## src/rtl/square_drawer.sv

```systemverilog
// Erases the previously drawn square (colour 0), then draws a filled SIDE x SIDE
// square (colour 1) at a newly latched location, one frame-buffer pixel per clock.
module square_drawer #(
    parameter int SIDE     = 20,
    parameter int SCREEN_W = 640,
    parameter int SCREEN_H = 480
) (
    input  logic        clk,
    input  logic        reset,
    input  logic        start,
    input  logic [10:0] x_loc,
    input  logic [10:0] y_loc,
    output logic [10:0] x,
    output logic [10:0] y,
    output logic        pixel_color,
    output logic        pixel_write,
    output logic        done,
    output logic [1:0]  debug_state
);

    localparam int CW = (SIDE > 1) ? $clog2(SIDE) : 1;
    localparam logic [CW-1:0] LAST  = CW'(SIDE - 1);
    localparam logic [10:0]   X_LIM = 11'(SCREEN_W);
    localparam logic [10:0]   Y_LIM = 11'(SCREEN_H);

    typedef enum logic [1:0] {
        IDLE     = 2'd0,
        ERASE    = 2'd1,
        DRAW     = 2'd2,
        FINISHED = 2'd3
    } state_t;

    state_t        state, state_nxt;
    logic [CW-1:0] cx, cy, cx_nxt, cy_nxt;
    logic [10:0]   cur_x, cur_y, cur_x_nxt, cur_y_nxt;
    logic [10:0]   old_x, old_y, old_x_nxt, old_y_nxt;
    logic [10:0]   last_x, last_y;
    logic          have_old, have_old_nxt;

    logic          active;
    logic          row_end, pass_end;
    logic [10:0]   base_x, base_y, scan_x, scan_y;

    // Handshake: start is a level request held until done is seen; done stays
    // high in FINISHED until start drops, so one request yields exactly one pass.
    always_ff @(posedge clk or negedge reset) begin
        if (!reset) begin
            state    <= IDLE;
            cx       <= '0;
            cy       <= '0;
            cur_x    <= '0;
            cur_y    <= '0;
            old_x    <= '0;
            old_y    <= '0;
            have_old <= 1'b0;
            last_x   <= '0;
            last_y   <= '0;
        end else begin
            state    <= state_nxt;
            cx       <= cx_nxt;
            cy       <= cy_nxt;
            cur_x    <= cur_x_nxt;
            cur_y    <= cur_y_nxt;
            old_x    <= old_x_nxt;
            old_y    <= old_y_nxt;
            have_old <= have_old_nxt;
            if (active) begin
                last_x <= scan_x;
                last_y <= scan_y;
            end
        end
    end

    assign row_end  = (cx == LAST);
    assign pass_end = row_end && (cy == LAST);

    always_comb begin
        state_nxt    = state;
        cx_nxt       = cx;
        cy_nxt       = cy;
        cur_x_nxt    = cur_x;
        cur_y_nxt    = cur_y;
        old_x_nxt    = old_x;
        old_y_nxt    = old_y;
        have_old_nxt = have_old;
        case (state)
            IDLE: begin
                if (start) begin
                    cur_x_nxt = x_loc;
                    cur_y_nxt = y_loc;
                    cx_nxt    = '0;
                    cy_nxt    = '0;
                    state_nxt = have_old ? ERASE : DRAW;
                end
            end
            ERASE, DRAW: begin
                if (row_end) begin
                    cx_nxt = '0;
                    cy_nxt = cy + CW'(1);
                end else begin
                    cx_nxt = cx + CW'(1);
                end
                if (pass_end) begin
                    cx_nxt = '0;
                    cy_nxt = '0;
                    if (state == ERASE) begin
                        state_nxt = DRAW;
                    end else begin
                        // The square just finished becomes the one to erase next time.
                        state_nxt    = FINISHED;
                        old_x_nxt    = cur_x;
                        old_y_nxt    = cur_y;
                        have_old_nxt = 1'b1;
                    end
                end
            end
            FINISHED: begin
                if (!start) state_nxt = IDLE;
            end
            default: state_nxt = IDLE;
        endcase
    end

    assign active = (state == ERASE) || (state == DRAW);
    assign base_x = (state == ERASE) ? old_x : cur_x;
    assign base_y = (state == ERASE) ? old_y : cur_y;
    assign scan_x = base_x + {{(11 - CW){1'b0}}, cx};
    assign scan_y = base_y + {{(11 - CW){1'b0}}, cy};

    // Off-screen pixels still take their cycle; only the write strobe is masked.
    assign x           = active ? scan_x : last_x;
    assign y           = active ? scan_y : last_y;
    assign pixel_color = (state == DRAW);
    assign pixel_write = active && (scan_x < X_LIM) && (scan_y < Y_LIM);
    assign done        = (state == FINISHED);
    assign debug_state = state;

endmodule

```

## config.mk

```make
export PLATFORM = sky130hd
export DESIGN_NAME = square_drawer
export DESIGN_NICKNAME = d
export VERILOG_FILES = /design/src/rtl/square_drawer.sv
export SDC_FILE = /design/constraint.sdc
export NUM_CORES = 1
export LEC_CHECK = 0
export CAP_MARGIN = 30
export CORE_MARGIN = 3
export CORE_UTILIZATION = 55
export DETAILED_ROUTE_END_ITERATION = 12
export GPL_TIMING_DRIVEN = 0
export PLACE_DENSITY = 0.8
export SYNTH_ARGS = -nofsm -noshare
export SYNTH_HDL_FRONTEND = slang
export SYNTH_SLANG_ARGS = --single-unit
```

## constraint.sdc

```tcl
create_clock -name clk -period 6.6 [get_ports clk]
set_input_delay 1.32 -clock clk [delete_from_list [all_inputs] [get_ports clk]]
set_output_delay 1.32 -clock clk [all_outputs]
set_load 0.01 [all_outputs]
```

---- Word level (Yosys, flattened, before mapping) ----
Index checks and enable logic that the tools add are counted.
word-level totals
  output and inout bits ................... 27
  input port bits ......................... 25
  logic and storage cells ................. 56
  bits in registers ....................... 79
operators by class
  equality and inequality tests ........... 9
  add/subtract/negate cells ............... 4
  $lt $le $gt $ge ......................... 2
  multiplexer cells ....................... 17
  reduce and logical (&&, ||, !) cells .... 13
  bitwise logic cells ..................... 1
operator list
  kind                    number
  $mux W11                4
  $mux W5                 5
  $add A11 B5 Y11         2
  $pmux W5 S2             2
  $lt A11 B10 Y1 const B  1
  $lt A11 B9 Y1 const B   1
  $add A5 B1 Y5 const B   2
  $eq A5 B5 Y1 const B    2
  $reduce_and A3 Y1       3
  $mux W2                 4
  $ne A2 B2 Y1 const B    3
  $pmux W2 S3             1
  $reduce_and A2 Y1       3
  $eq A2 B2 Y1 const B    2
  $logic_and A1 B1 Y1     3
  $ne A3 B3 Y1 const B    1
  $eq A2 B1 Y1 const B    1
  $logic_not A2 Y1        1
  $reduce_bool A2 Y1      1
  $reduce_or A2 Y1        1
  $logic_or A1 B1 Y1      1
  $mux W1                 1
  $not A1 Y1              1

---- Depth between registers and ports, before layout ----
Gate-level depths: netlist of the first run.
  word-level depth ........................ 6
  depth in mapped cells ................... 15
  gate-level depth less buffers ........... 11

---- Worst setup path before layout of the first run ----
No wires, ideal clock.
  kind .................................... flip-flop to output port
  start point ............................. register state[1], in the netlist debug_state[1]
  end point ............................... output pixel_write
  required time ........................... 5,280 ps
  slack ................................... 1,862 ps
  data arrival time ....................... 3,418 ps
  path buffers ............................ 4
  stages on the path, launching flop included .. 16
  cells stage by stage .................... dfrtp_1 -> inv_1 -> ha_1 -> buf_6 -> buf_6 -> buf_4 -> buf_2 -> mux2_1 -> ha_1 -> fa_1 -> a211oi_1 -> o21bai_1 -> nand2_1 -> a21oi_1 -> a221oi_1 -> and4bb_1
on the way
  word-level cells in the longest chain between the ends .. 6
ends and longest elaborated chain
  what                              RTL line  text
  start: declaration                33        state_t state, state_nxt;
  start signal: assignment          59        state <= state_nxt;
  $eq A2 B1 Y1                      125       assign base_x = (state == ERASE) ? old_x : cur_x;
  $mux W11                          n/a
  via base_x[0]                     42        logic [10:0] base_x, base_y, scan_x, scan_y;
  $add A11 B5 Y11                   127       assign scan_x = base_x + {{(11 - CW){1'b0}}, cx};
  $lt A11 B10 Y1                    134       assign pixel_write = active && (scan_x < X_LIM) && (scan_y < Y_LIM);
  $logic_and A1 B1 Y1 (2 in a row)  134
  end: declaration                  16        output logic pixel_write,
The timed path passes the listed nets, and every way through them passes these cells.

---- Worst setup path in the final report of the first run ----
Same ends and word-level chain as after synthesis.

==> results.py, run 1 <==
metrics = {
    "sta": {
        "max_slew_margin_pct": 57.2,
        "rsz0062_at_grt": "no",
        "report.final.slew_viol_count": 0,
        "fmax_ghz": 0.163,
        "finalCritPeriodShare_pct": 92.8,
        "fin_setup_tns_ps": 0,
        "clock_skew_ps": 8.29,
        "tightestPinTransition_ps": 643,
        "setup_violations": 0,
        "finalCriticalPeriod_ps": 6130,
        "hold_viol_final": 0,
    },
    "floorplanning": {
        "die_w_um": 93.6,
        "die_y_um": 93.6,
        "dieArea_sq_um": 8770,
        "row_count": 31,
        "fp.coreArea_sq_um": 7370,
        "start_util_pct": 57.3,
        "ios": 52,
    },
    "worst_setup_path": {
        "critPathKind": "reg -> out",
        "crit_arrival_ps": 4810,
        "required_ps": 5280,
        "crit_fanout": 10,
        "worstReg2RegStart": "debug_state[1]",
        "cp-startpoint": "debug_state[1]",
        "worst_setup_path_start_kind": "register",
        "endpoint_kind": "output pin",
    },
    "detailed_routing": {
        "wl_per_cell_um": 16.8,
        "vias": 2896,
        "vias_per_cell": 5.61,
        "ant_nets": 0,
        "drc": 0,
        "first_iter_violations": 92,
        "drt_wl_total_mm": 8.66,
        "drtPass1Iterations": 4,
    },
    "clock_tree": {
        "htree_num_levels": 3,
        "post_cts.repair.setup_buffers": 0,
        "cts_hold_buffers": 0,
        "clk_transition_reported_paths_ps": 80,
        "cts_max_path_buffers": 2,
        "ctsResizeCount": 0,
        "cts_root_buffer": "clkbuf_8",
        "cts_tree": "yes",
        "clock_latency_ps": 350,
        "clock-sinks": 79,
        "cts_buffers": 9,
    },
    "finish": {
        "final_cells": 516,
        "area_growth_pct": 20.6,
        "drive_above_1_share_pct": 21.3,
        "nets": 461,
        "diodes": 0,
    },
    "logic_synthesis": {
        "syn-cell-area_sq_um": 4220,
        "synth_warnings": 0,
        "ys_ff_latch": 79,
        "ys_seq_area_share_pct": 46.8,
        "syn_avg_cell_area_sq_um": 12.1,
        "yosysUniqueCellTypes": 54,
        "synth_nets": 398,
        "postSynthCellCount": 350,
    },
    "place": {
        "hpwl_mm": 6.34,
        "dpl.cell_count": 501,
        "place.gp.congestion": 0.858,
        "io_buffers": 51,
    },
    "global_routing": {
        "grt-ovfl-total": 0,
        "antenna_found_initial": 0,
        "grt_util_met3_pct": 4.67,
        "grt_max_degree": 57,
        "grtUsageMet2_pct": 36.6,
        "grt_pass1_wl_mm": 14.6,
        "grt-busiest-layer": "met2",
        "grt_use_met1_pct": 27.7,
        "grt_pass1_vias": 3063,
        "track_usage_pct": 21.4,
    },
    "hold_path": {
        "holdCritPathClass": "reg -> reg",
        "hold_path_startpoint": "last_y[9]",
    },
    "power": {
        "peakVddDrop_uv": 145,
        "leakage_uw": 0.00252,
        "p_per_area_nw_per_um2": 175,
    },
    "outcome": {
        "outcome": "completed",
    },
    "run": {
        "drv_cap": 0,
    },
}
==> synthesized netlist by cell type, drive strengths merged <==
library cell | number | share of area [%]
nand3 | 8 | 1.2
o21ai | 24 | 2.8
buf | 10 | 1.6
a21oi | 13 | 1.5
mux2i | 13 | 3.2
inv | 5 | 0.44
a21o | 7 | 1.2
nand2 | 25 | 2.2
or2 | 1 | 0.15
and3b | 1 | 0.24
nand4 | 4 | 0.59
o21ba | 1 | 0.24
a221oi | 1 | 0.21
dfrtp | 79 | 47
and4bb | 1 | 0.30
mux2 | 63 | 18
o2bb2ai | 1 | 0.21
nor3b | 1 | 0.44
clkbuf | 2 | 0.18
nor2b | 3 | 0.44
o211ai | 1 | 0.18
o21bai | 2 | 0.36
a31oi | 2 | 0.30
nor4b | 1 | 0.21
xnor2 | 12 | 2.5
nor2 | 13 | 1.2
ha | 21 | 6.2
nand4bb | 1 | 0.27
o31ai | 1 | 0.18
xor2 | 5 | 1.0
fa | 2 | 0.95
and3 | 2 | 0.30
nand2b | 3 | 0.62
a211oi | 5 | 1.0
and2 | 2 | 0.30
a32oi | 1 | 0.21
nand3b | 1 | 0.18
and2b | 2 | 0.36
a21boi | 1 | 0.18
o21a | 1 | 0.36
nand4b | 3 | 0.62
a22o | 1 | 0.21
a32o | 2 | 0.47
nor3 | 2 | 0.24
==> layout by cell type (no fill, tap or decap), types with 2 or more instances in the layout <==
master	netlist	layout
a211oi_1	4	4
a21o_1	7	7
a21oi_1	13	13
a31oi_1	2	2
a32o_1	2	2
and2_1	2	2
and2b_1	2	2
and3_1	2	2
buf_1	3	3
buf_2	3	3
buf_4	1	2
buf_6	3	3
bufinv_16	0	2
clkbuf_1	2	2
clkbuf_8	0	9
clkdlybuf4s50_1	0	50
clkinv_2	0	2
dfrtp_1	79	79
fa_1	2	2
ha_1	21	21
inv_1	5	5
mux2_1	6	6
mux2_2	49	49
mux2_4	8	8
mux2i_1	12	12
nand2_1	25	25
nand2b_1	2	2
nand3_1	7	7
nand4_1	4	4
nand4b_1	3	3
nor2_1	13	13
nor2b_1	3	3
nor3_1	2	2
o21ai_0	21	21
o21ai_1	3	3
o21bai_1	2	2
xnor2_1	12	12
xor2_1	5	5
==> cell families (layout without fill, tap and decap cells) <==
family / Yosys count / count (layout) / share of synthesized area [%]
AO/OA/AOI/OAI: 64 / 64 / 9.72
adder cells (fa/ha/maj): 23 / 23 / 7.17
flip-flops: 79 / 79 / 46.8
XOR/XNOR: 17 / 17 / 3.53
AND/OR/NAND/NOR: 74 / 74 / 9.87
buffers and inverters: 17 / 84 / 2.22
multiplexers: 76 / 76 / 20.7
==> through the flow <==
step                worst slack (ps)  area [sq um]  total power, uW  hold WS (ps)  utilization, %
finish                           473          5090              891           499            69.1
global route                    68.9          5090              925           518            69.1
floorplan                       1860          4220              494           456               -
global placement                 854          4860              517           479            65.9
detailed placement               841          4880              519           486            66.2
CTS                              430          5090              901           506            69.1
==> worst paths after layout <==
path,depth (start not counted),end,slack [ps]
worst min-delay path,1,last_y[9],500
worst min register to register,1,last_y[9],500
worst max-delay path,16,pixel_write,470
max in group asynchronous,2,last_y[2],5160
min in group asynchronous,1,cur_x[0],870
worst max register to register,14,last_x[6],2740
==> layer usage <==
metal	wire [um]	share of wire, %	up-vias
li1	-	-	1388
met1	3950	46	1438
met2	4290	50	63
met3	357	4.1	7
met4	58	0.67	0
met5	0	0	-
==> registers in the layout, summed over array words and instances (netlist names), 2 cells and up <==
signal	count
last_y	11
cx	5
old_y	11
cy	5
last_x	11
debug_state	2
old_x	11
cur_y	11
cur_x	11
==> report_power, final <==
group	leakage, uW	switching, uW	internal (uW)
Sequential	0.00107	0	484
Clock	0.000105	172	210
Combinational	0.00134	11.2	14.0
Total	0.00252	184	708
==> cell type report <==
| type | instances | area (sq um) |
|---|---|---|
| Multi-Input combinational cell | 254 | 2150 |
| Inverter | 5 | 18.8 |
| Timing Repair Buffer | 52 | 536 |
| Tap cell | 99 | 124 |
| Sequential cell | 79 | 1980 |
| Buffer | 12 | 75.1 |
| Clock inverter | 6 | 86.3 |
| Fill cell | 574 | 2280 |
| Clock buffer | 9 | 124 |
==> critical path: stages (launching register included) <==
cell             delay, ps
dfrtp_1                420
inv_1                  110
ha_1                   200
buf_6                  150
buf_6                  160
buf_4                  210
buf_2                  330
mux2_1                 370
ha_1                   220
fa_1                   430
a211oi_1               410
o21bai_1               190
nand2_1                 90
a21oi_1                 60
a221oi_1               300
and4bb_1               250
clkdlybuf4s50_1        540
Power figures use the tool's default switching activity.
==> run 2, diff against run 1 <==
--- a/config.mk
+++ b/config.mk
@@ -6,7 +6,6 @@
 export NUM_CORES = 1
 export LEC_CHECK = 0
 export CAP_MARGIN = 30
-export CORE_MARGIN = 3
 export CORE_UTILIZATION = 55
 export DETAILED_ROUTE_END_ITERATION = 12
 export GPL_TIMING_DRIVEN = 0
==> run 2 against run 1 <==
Via count increased by 1.7%. Worst setup slack worse by 120 ps. Clock power down 7.3%. First-iteration DRC count grew 15%. Highest routed layer unchanged.
==> results.py, run 2 (synthesis results as in run 1) <==
metrics = {
    "global_routing": {
        "antenna_found_initial": 0,
        "track_usage_pct": 24.0,
        "grt-ovfl-total": 0,
        "grt_pass1_wl_mm": 14.1,
        "grt_pass1_vias": 2933,
        "grt_max_degree": 58,
    },
    "floorplanning": {
        "dieArea_sq_um": 8030,
        "fp.coreArea_sq_um": 7330,
        "row_count": 31,
        "die_w_um": 89.6,
        "start_util_pct": 57.6,
        "die_y_um": 89.6,
        "ios": 52,
    },
    "clock_tree": {
        "cts_max_path_buffers": 2,
        "post_cts.repair.setup_buffers": 0,
        "cts_hold_buffers": 0,
        "htree_num_levels": 3,
        "ctsResizeCount": 0,
        "clk_transition_reported_paths_ps": 80,
        "cts_buffers": 9,
        "cts_tree": "yes",
        "clock_latency_ps": 360,
        "clock-sinks": 79,
        "cts_root_buffer": "clkbuf_8",
    },
    "worst_setup_path": {
        "crit_fanout": 10,
        "crit_arrival_ps": 4930,
        "required_ps": 5280,
        "endpoint_kind": "output pin",
        "critPathKind": "reg -> out",
        "worst_setup_path_start_kind": "register",
    },
    "place": {
        "place.gp.congestion": 0.879,
        "hpwl_mm": 6.26,
        "io_buffers": 51,
    },
    "sta": {
        "report.final.slew_viol_count": 0,
        "finalCriticalPeriod_ps": 6250,
        "clock_skew_ps": 5.52,
        "setup_violations": 0,
        "finalCritPeriodShare_pct": 94.7,
        "fmax_ghz": 0.160,
        "tightestPinTransition_ps": 638,
        "fin_setup_tns_ps": 0,
        "hold_viol_final": 0,
        "max_slew_margin_pct": 57.5,
        "rsz0062_at_grt": "no",
    },
    "finish": {
        "final_cell_mix": "79 x dfrtp_1, 50 x clkdlybuf4s50_1, 49 x mux2_2, 25 x nand2_1",
        "nets": 461,
        "drive_above_1_share_pct": 21.5,
        "final_common_cell": "dfrtp_1",
        "diodes": 0,
        "area_growth_pct": 20.3,
        "fin_util_pct": 69.3,
    },
    "power": {
        "leakage_uw": 0.00251,
        "peakVddDrop_uv": 114,
        "p_per_area_nw_per_um2": 170,
    },
    "hold_path": {
        "holdCritPathClass": "reg -> reg",
    },
    "detailed_routing": {
        "vias": 2946,
        "vias_per_cell": 5.70,
        "first_iter_violations": 106,
        "wl_per_cell_um": 16.7,
        "ant_nets": 0,
        "drt_wl_total_mm": 8.63,
        "drtPass1Iterations": 4,
        "drc": 0,
    },
    "outcome": {
        "outcome": "completed",
    },
    "run": {
        "drv_cap": 0,
    },
}
==> run 2: per-layer routing <==
metal	track usage, %	vias to the layer above	part of all wire [%]
li1	-	1399	-
met1	29.7	1461	43
met2	40.2	70	50
met3	5.58	16	4.4
met4	10.2	0	2.0
met5	0	-	0
==> run 2: path summary, 6_finish.rpt <==
| kind | startpoint | end | slack [ps] | cells past startpoint |
|---|---|---|---|---|
| min in group asynchronous | reset | cur_x[0] | 840 | 1 |
| hold reg to reg | last_y[0] | last_y[0] | 500 | 1 |
| hold / removal | last_y[0] | last_y[0] | 500 | 1 |
| setup reg to reg | debug_state[1] | last_x[6] | 2670 | 14 |
| setup / recovery | debug_state[1] | pixel_write | 350 | 16 |
| max in group asynchronous | reset | last_x[10] | 5180 | 2 |
==> run 2: cell type report <==
type                       instances  area [sq um]
fill                             539          2250
multi-input combinational        254          2150
sequential                        79          1980
timing repair buffer              52           536
clock buffer                       9           124
tap                               99           124
buffer                            12          75.1
clock inverter                     7          73.8
inverter                           5          18.8
==> run 2: metrics by stage <==
| step | area [sq um] | hold slack, ps | cells | total power (uW) | setup WS (ps) |
|---|---|---|---|---|---|
| detailed placement | 4880 | 481 | 501 | 519 | 797 |
| finish | 5080 | 498 | 517 | 863 | 351 |
| global route | 5080 | 519 | 517 | 898 | 140 |
| floorplan | 4220 | 456 | 350 | 494 | 1860 |
| global placement | 4860 | 480 | 500 | 517 | 839 |
| CTS | 5080 | 502 | 517 | 877 | 371 |
==> run 2: worst max-delay path, cell delays in order (launching register included) <==
cell             delay, ps
dfrtp_1                430
inv_1                  120
ha_1                   210
buf_6                  160
buf_6                  160
buf_4                  210
buf_2                  330
mux2_1                 370
ha_1                   220
fa_1                   430
a211oi_1               440
o21bai_1               190
nand2_1                 80
a21oi_1                 70
a221oi_1               370
and4bb_1               250
clkdlybuf4s50_1        530
==> run 2: report_power, final <==
part           leakage (uW)  total [uW]  internal (uW)  switching [uW]
clock network     0.0000992         354            175             180
logic               0.00134        25.2           14.0            11.2
registers           0.00107         483            483               0
==> edit 1 (flow settings as in run 1) <==
Reset style: synchronous (`reset`), changed in one clocked block.
--- a/src/rtl/square_drawer.sv
+++ b/src/rtl/square_drawer.sv
@@ -45,3 +45,3 @@
     // high in FINISHED until start drops, so one request yields exactly one pass.
-    always_ff @(posedge clk or negedge reset) begin
+    always_ff @(posedge clk) begin
         if (!reset) begin
Behaviour: differs if reset is asserted again (counterexample within 4 cycles, from zero or initial values and one cycle with reset low); with reset held inactive, the same outputs for 10 cycles.
==> edit 1 against run 1 <==
- worst setup slack worse by 0.11 ns
- final area shrank 4.8%
- via count grew 17%
- sequential cell count unchanged
- routed wire length up 12%
- synthesized area fell by 4.7%
- count of clock-buffer cells in the layout up 3
- critical path type unchanged
- highest routed layer unchanged
Power is not compared: it rests on default switching activity, and its combinational part moved more than twofold at a synthesized area within 25%.
==> edit 1: results (changes against run 1) <==
top cells by area, synth -> dfxtp_1, mux2_2, mux2i_1
post-synthesis sequential area ratio -> 39.29% (-7.5 points)
Netlist cell types -> 43 (-20%)
Clock Skews -> 0.009496 ns (+0.001204 ns)
drt wl/cell -> 15.83 um (-5.7%)
WHS Path Cells -> 2 (+1)
fraction of area in multi-input gates -> 48.18% (+5.9 points)
syn_nets -> 496 (+25%)
GRT met3 Usage -> 5.800% (+1.1 points)
largest net degree at the start of global routing -> 13 (-77%)
initial DRC count -> 148 (+61%)
top cells by count, synth -> dfxtp_1, nand2_1, nor2_1
RR Endpoint -> last_x[10]$_SDFF_PN0_
fraction of layout cells with a size suffix above 1 -> 9.515% (-12 points)
ys flop type -> dfxtp_1
first-pass GRT wire length -> 15.81 mm (+8.2%)
Synth Area in XOR/XNOR -> 5.440% (+1.9 points)
Non-Filler Cell Area, Final -> 0.004846 mm^2 (-4.8%)
nonclk buf count -> 72 (+13%)
CP Data Arrival Time -> 4.92 ns (+0.11 ns)
Syn Inst Count -> 448 (+28%)
routed wl met3 -> 540 um (+51%)
Seq area share -> 32.64% (-6.2 points)
outcome -> completed
GPL Wtd Cong -> 0.8335 (-2.8%)
GRT Overall Usage -> 23.73% (+2.3 points)
clk_buf instances -> 12 (+3)
mux cell area share after synthesis -> 14.80% (-5.9 points)
placed instance count -> 595 (+19%)
Adder-Cell Fraction of Synth Area -> 7.523% (+0.35 points)
site row count -> 30 (-3.2%)
pre-CTS setup slack -> 0.7260 ns (-0.1146 ns)
Slew HR -> 48.89% (-8.3 points)
met2 Track Usage GR -> 41.87% (+5.3 points)
met1 Use GR -> 28.13% (+0.46 points)
Final #Nets -> 558 (+21%)
final worst setup slack -> 0.3647 ns (-0.1087 ns)
worst hold path endpoint -> cur_x[3]$_SDFFE_PN0P_
comb_multi_in -> 343 (+35%)
M1 WL -> 4.139 mm (+4.7%)
hold_ws -> 0.4604 ns (-0.03823 ns)
edit 1: cell types whose count changed in the layout (fill, tap and decap cells not counted), sizes merged, moves of 10 or more:
| cell | before | now |
|---|---|---|
| a21oi | 13 | 32 |
| and2 | 2 | 23 |
| clkbuf | 11 | 23 |
| dfrtp | 79 | 0 |
| dfxtp | 0 | 79 |
| mux2 | 63 | 28 |
| mux2i | 13 | 28 |
| nand2 | 25 | 62 |
| nor2 | 13 | 43 |
| o21ai | 24 | 14 |
| xor2 | 5 | 18 |
edit 1: what timing repair did:
| item | CTS | global route |
|---|---|---|
| hold buffers | 0 | 0 |
| resized for setup | 0 | 1 |
| setup endpoints to repair | 0 | 1 |
| endpoints found under the hold margin | 0 | 0 |
edit 1: report_power, final:
group | internal, mW | switching, mW | total (mW)
registers | 0.538 | 0.0380 | 0.576
logic | 0.358 | 0.443 | 0.801
clock network | 0.184 | 0.172 | 0.356
==> edit 2 (settings of run 1) <==
Without the edit above. The parameter `SIDE` goes from 20 to 10.
--- a/src/rtl/square_drawer.sv
+++ b/src/rtl/square_drawer.sv
@@ -3,3 +3,3 @@
 module square_drawer #(
-    parameter int SIDE     = 20,
+    parameter int SIDE     = 10,
     parameter int SCREEN_W = 640,
Function: no difference found for any inputs over 10 cycles, from zero or initial values and one cycle with reset low; that may be too few to reach the edited logic, so the function may still have changed.
==> edit 2 against run 1 <==
- count of clock-buffer cells in the layout is 3 higher
- worst setup slack better by 0.40 ns
- routed wire length rose by 0.83%
- total power about the same
- final area shrank 0.84%
- synthesized area is 1.4% lower
- sequential cell count down 2
- largest cell class unchanged
==> edit 2: results (changes against run 1) <==
fraction of layout cells with a size suffix above 1 -> 25.30% (+4.0 points)
ys async rst share -> 100.0% (unchanged)
placed instance count -> 502 (+0.20%)
mux cell area share after synthesis -> 22.11% (+1.4 points)
Largest stage delay, worst path -> 0.57 ns (+0.03 ns)
Synth Area in XOR/XNOR -> 4.205% (+0.68 points)
Non-Filler Instances -> 518 (+0.39%)
crit-path leading delay family -> buffers and inverters
ys flop type -> dfrtp_1
pre-CTS setup slack -> 1.240 ns (+0.3993 ns)
# diodes -> 0 (unchanged)
Vias -> 2900 (+0.14%)
Yosys reg bits -> 77 (-2.5%)
top cells by count, synth -> dfrtp_1, mux2_2, nand2_1
top-area cell type share of the netlist area -> 46.26% (-0.55 points)
worst-margin pin slew -> 0.7470 ns (+0.1044 ns)
Post-CTS Setup Repair Bufs -> 0 (unchanged)
HPWL Detailed -> 6.320 mm (-0.36%)
CP Data Arrival Time -> 4.41 ns (-0.40 ns)
Netlist cell types -> 51 (-5.6%)
top cells by area, synth -> dfrtp_1, mux2_2, ha_1
# fillers -> 560 (-2.4%)
GRT Overall Usage -> 21.85% (+0.43 points)
Mapped Area -> 0.004165 mm^2 (-1.4%)
largest net degree at the start of global routing -> 50 (-12%)
Hold Crit Class -> register to register
post-synthesis sequential area ratio -> 46.26% (-0.55 points)
Avg Inst Size Synth -> 11.87 um^2 (-1.6%)
Crit-path slowest cell -> clkdlybuf4s50_1
syn_nets -> 397 (-0.25%)
Adder-Cell Fraction of Synth Area -> 6.669% (-0.50 points)
clk_lat worst skew -> 0.35 ns (about the same)
Synth Area in Compound Gates -> 7.690% (-2.0 points)
number of global-route vias before repair -> 3020 (-1.4%)
P_leak -> 2.354 nW (-6.5%)
Clock Skews -> 0.007576 ns (-0.0007164 ns)
VDD IR max -> 0.1340 mV (-7.7%)
drt wl/cell -> 16.86 um (+0.44%)
initial DRC count -> 111 (+21%)
GPL Wtd Cong -> 0.8751 (+2.0%)
Final #Nets -> 460 (-0.22%)
outcome -> completed
first-pass GRT wire length -> 14.60 mm (-0.14%)
edit 2: cells by family (layout without fill, tap and decap cells):
| logic type | Yosys count | in the layout |
|---|---|---|
| buffers and inverters | 20 | 88 |
| muxes | 82 | 82 |
| AOI/OAI and AO/OA | 49 | 49 |
| adders and majority gates | 21 | 21 |
| xor gates and xnor gates | 20 | 20 |
| and+or+nand+nor | 82 | 82 |
| DFF | 77 | 77 |
edit 2: worst paths after layout:
path                                             from                   end  slack [ns]  cells past startpoint
min reg2reg                       last_y[5]$_DFF_PN0_   last_y[5]$_DFF_PN0_        0.48                      1
min                               last_y[5]$_DFF_PN0_   last_y[5]$_DFF_PN0_        0.48                      1
max in group asynchronous                       reset  cur_y[8]$_DFFE_PN0P_        5.15                      2
max reg2reg                debug_state[1]$_DFFE_PN0P_   last_y[5]$_DFF_PN0_        3.12                     12
max                        debug_state[1]$_DFFE_PN0P_           pixel_write        0.87                     15
min in group asynchronous                       reset  cur_x[0]$_DFFE_PN0P_        0.89                      1
edit 2: worst reg2reg max path: stages (launching register included):
cell and delay (ns):
dfrtp_1 0.42, inv_1 0.13, ha_1 0.20, buf_6 0.16, buf_4 0.22, buf_2 0.34, mux2_2 0.42, ha_1 0.33
a21oi_1 0.20, nand2_1 0.17, mux4_2 0.46, nand4_1 0.18, o21a_1 0.17
edit 2: report_power, final:
group	internal [mW]	leakage, nW	switching [mW]
logic	0.0140	1.20	0.0109
registers	0.472	1.04	0
clock network	0.232	0.116	0.162
total	0.718	2.35	0.173
edit 2: through the flow:
stage	utilization (%)	hold WS (ns)	instance area, um^2
after floorplan	-	0.4496	4165
after global placement	65.82	0.4631	4800
after detailed placement	66.16	0.4693	4825
after CTS	69.25	0.4864	5050
after global routing	69.25	0.5070	5050
final	69.25	0.4833	5050
edit 2: routing by layer:
metal / up-vias / global-route usage, % / part of all wire (%) / wire length (um)
met5: - / 0 / 0 / 0
met4: 0 / 6.349 / 1.9 / 168
met3: 17 / 5.792 / 5.3 / 463
met2: 68 / 38.39 / 51 / 4453
met1: 1428 / 26.37 / 42 / 3649
li1: 1387 / - / - / -
edit 2: layout make-up:
cell class              count  area share, %
flip-flops and latches     77          38.16
clock inverters             4          1.388
repair buffers             52          10.60
plain buffers              11          1.239
well taps                  99          2.453
inverters                   9         0.6690
multi-input cells         254          42.42
clock buffers              12          3.072
